`src/rtl/half_adder.sv`:
```
// Registered multi-lane half adder with a 1-cycle latency and an optional carry statistics counter.
// Define HALF_ADDER_STATS_EN to build carry_count/stat_clr; otherwise carry_count reads as zero.
module half_adder #(
  parameter int unsigned WIDTH = 1
) (
  input  logic             clk,
  input  logic             rst,
  input  logic [WIDTH-1:0] a,
  input  logic [WIDTH-1:0] b,
  input  logic             in_valid,
  input  logic             stat_clr,
  output logic [WIDTH-1:0] sum,
  output logic [WIDTH-1:0] carry,
  output logic             out_valid,
  output logic [15:0]      carry_count
);

  if (WIDTH < 1 || WIDTH > 32) begin : g_width_check
    $error("half_adder: WIDTH must be in 1..32");
  end

  logic [WIDTH-1:0] sum_q, sum_d;
  logic [WIDTH-1:0] carry_q, carry_d;
  logic             out_valid_q;

  // Lanes are independent: no carry ripples between bit positions.
  always_comb begin
    sum_d   = sum_q;
    carry_d = carry_q;
    if (in_valid) begin
      sum_d   = a ^ b;
      carry_d = a & b;
    end
  end

  always_ff @(posedge clk) begin
    if (rst) begin
      sum_q       <= '0;
      carry_q     <= '0;
      out_valid_q <= 1'b0;
    end else begin
      sum_q       <= sum_d;
      carry_q     <= carry_d;
      out_valid_q <= in_valid;
    end
  end

  assign sum       = sum_q;
  assign carry     = carry_q;
  assign out_valid = out_valid_q;

`ifdef HALF_ADDER_STATS_EN
  logic [15:0] count_q, count_d;

  // Clear wins over a same-cycle increment; the count sticks at all-ones.
  always_comb begin
    count_d = count_q;
    if (stat_clr) begin
      count_d = '0;
    end else if (in_valid && (|(a & b)) && (count_q != '1)) begin
      count_d = count_q + 16'd1;
    end
  end

  always_ff @(posedge clk) begin
    if (rst) begin
      count_q <= '0;
    end else begin
      count_q <= count_d;
    end
  end

  assign carry_count = count_q;
`else
  logic unused_stat_clr;
  assign unused_stat_clr = stat_clr;
  assign carry_count     = '0;
`endif

endmodule

```
`config.mk`:
```
export PLATFORM = sky130hd
export DESIGN_NAME = half_adder
export DESIGN_NICKNAME = d
export VERILOG_FILES = /design/src/rtl/half_adder.sv
export SDC_FILE = /design/constraint.sdc
export NUM_CORES = 1
export LEC_CHECK = 0
export CAP_MARGIN = 15
export CORE_AREA = 3 3 40 42
export DETAILED_ROUTE_END_ITERATION = 10
export DIE_AREA = 0 0 43 45
export PLACE_DENSITY = 0.6
export SYNTH_ARGS = -nofsm -noshare
export SYNTH_HDL_FRONTEND = slang
export SYNTH_SLANG_ARGS = --single-unit
```
`constraint.sdc`:
```
create_clock -name clk -period 0.85 [get_ports clk]
set_input_delay 0.17 -clock clk [delete_from_list [all_inputs] [get_ports clk]]
set_output_delay 0.17 -clock clk [all_outputs]
set_load 0.01 [all_outputs]
```
==> results.toml <==
[logic_synthesis]
synth.area.mux_share_pct = 8.70
synth_top_family_by_area = "buffers and inverters"
avgSynthCellArea_um2 = 8.85
netlist_top_cells_area = "buf_4 52%, dfxtp_1 26%, mux2i_1 8.7%"
synthXorXnorAreaFrac_pct = 0
synth_cell_type_count = 7
synth-compound-area-share_pct = 0
synthSimpleGateAreaFrac_pct = 5.98
syn_area_um2 = 230
ys_ff_latch = 3
synth_area_leader_cell = "buf_4"
seq_area_frac_synth_pct = 26.1
synth_top_area_share_pct = 52.2
synth_cells = 26
synthAdderAreaFrac_pct = 5.43
ys_warn_count = 0

[timing]
fmax_mhz = 1200
min_period_ps = 833
clock_skew_ps = 0
setup_ws_ps = 17.4
hold_viol = 0
setup_violations = 0
slew_violations = 0
tns_ps = 0
min_period_over_period_pct = 98.0
rsz0062_at_grt = "yes"

[final_layout]
area_delta_synth_final_pct = 25.5
fin_nets = 44
multi_input_area_um2 = 106
drive_gt1_share_pct = 25.0
nFillCells = 159
seqCellArea_um2 = 63.8
diodes = 0

[critical_path]
slowest_stage = "dfxtp_2"
path_depth = 1
path_class = "flop to output pin"
r2r_cells = 2
arrival_ps = 660
cp_top_family = "flip-flops"
worstPathCellList = "buf_6"
reg2reg_slack_ps = 240
critPathMaxFanout = 2
cp-start-kind = "flop"
cp-endpoint = "sum"
slowest_delay_ps = 320
path_buf_inv = 1
timing.rr.start = "sum$_SDFFE_PP0P_"
crit_start = "sum$_SDFFE_PP0P_"
crit_required_ps = 680
end_kind = "output pin"
r2r_end = "sum$_SDFFE_PP0P_"

[die]
start_util_pct = 17.9
num_rows = 13
ios = 25
fp.dieW_um = 43
fp.dieH_um = 45
fp.dieArea_um2 = 1940
coreArea_um2 = 1280

[min_path]
min_path_type = "input port to flop"

[clocking]
insertion_delay_ps = 230
root_buffer = "clkbuf_4"
cts_tree = "yes"
cts_setup_buffers = 0
cts_buffers = 3
cts_sinks = 3
clk_path_buf_depth = 2
h-tree-depth = 1
cts.clk_slew.worst_paths_ps = 40

[drt]
drt_iter0_markers = 0
vias = 149
routed_wl_um = 359
first_pass_iters = 1
ant_nets = 0
drc = 0
wl_per_cell_um = 7.04
viasPerCell = 2.92

[grt]
grt_max_degree = 4
grt_pass1_vias = 135
track_usage_pct = 4.50
grt_antenna_before_repair = 0
overflow = 0
grt_pass1_wl_um = 524

[placement]
place_worst_setup_slack_ps = -320
portBuffers = 7
gp_congestion = 0.693

[power_and_ir_drop]
power.leakage_uw = 0.000163
powerDensity_nw_per_um2 = 1700
vdd_ir_drop_max_mv = 0.317

[flow_run]
maxCapViolations = 0

[outcome]
run_status = "complete, no violations"
[routing by layer]
layer / wire, um / vias up / global-route usage [%]
li1: - / 67 / -
met1: 90 / 66 / 3.61
met2: 172 / 14 / 5.39
met3: 90 / 2 / 5.98
met4: 6 / 0 / 3.61
met5: 0 / - / 0
[cell families (layout without fill, tap and decap cells)]
| group | after synthesis | after routing |
|---|---|---|
| buf+inv | 16 | 11 |
| flops | 3 | 3 |
| simple gates | 3 | 3 |
| mux | 2 | 2 |
| fa+ha+maj | 1 | 1 |
| other cells | 1 | 16 |
[through the flow]
| stage | cells | area [um2] | total power (uW) | util [%] | hold slack, ps |
|---|---|---|---|---|---|
| finish | 51 | 289 | 493 | 22.5 | 269 |
| global route | 51 | 289 | 550 | 22.5 | 285 |
| CTS | 51 | 279 | 507 | 21.7 | 448 |
| detailed placement | 47 | 255 | 242 | 19.9 | 489 |
| global placement | 47 | 255 | 241 | 19.9 | 480 |
| floorplan | 41 | 287 | 257 | - | 242 |
[state kept, by name (all words and copies together) (netlist names)]
signal,cells
out_valid,1
sum,1
carry,1
[Yosys cell counts]
master and number:
buf_4 16, dfxtp_1 3, mux2i_1 2, nor2_1 2, conb_1 1, ha_1 1, nor2b_1 1
[final cells by class]
type	instances	area share [%]
multi-input combinational	22	36.8
timing repair buffer	7	25.5
sequential	3	22.1
clock buffer	4	9.09
tap	15	6.49
[worst min path at each step]
stage                       startpoint                    to  slack [ps]  depth (start not counted)
finish                        in_valid  out_valid$_SDFF_PP0_         270                          2
global route                  in_valid  out_valid$_SDFF_PP0_         290                          2
CTS                                  a    carry$_SDFFE_PP0P_         450                          4
detailed placement  carry$_SDFFE_PP0P_    carry$_SDFFE_PP0P_         490                          2
global placement    carry$_SDFFE_PP0P_    carry$_SDFFE_PP0P_         480                          2
floorplan                          rst  out_valid$_SDFF_PP0_         240                          1
[timing repair]
item,CTS,global route
pin swaps,2,0
hold buffers,0,0
gates resized for setup,18,3
setup endpoints to repair,4,4
[cell usage in the layout (no fill, tap or decap)]
cell type	instances
ha_1	1
dlymetal6s2s_1	1
clkbuf_1	1
dlygate4sd2_1	2
nor2b_1	1
clkdlybuf4s50_1	1
mux2i_1	2
buf_6	3
nor2_1	2
dfxtp_2	3
conb_1	16
clkbuf_4	3
[report_power, final]
group	switching (uW)	total [uW]	internal [uW]	leakage, uW
registers	4.89	156	151	0.0000258
logic	50.4	85.2	34.8	0.000123
clock network	75.1	251	176	0.0000150
No activity file was read; power rests on OpenSTA's default activity.
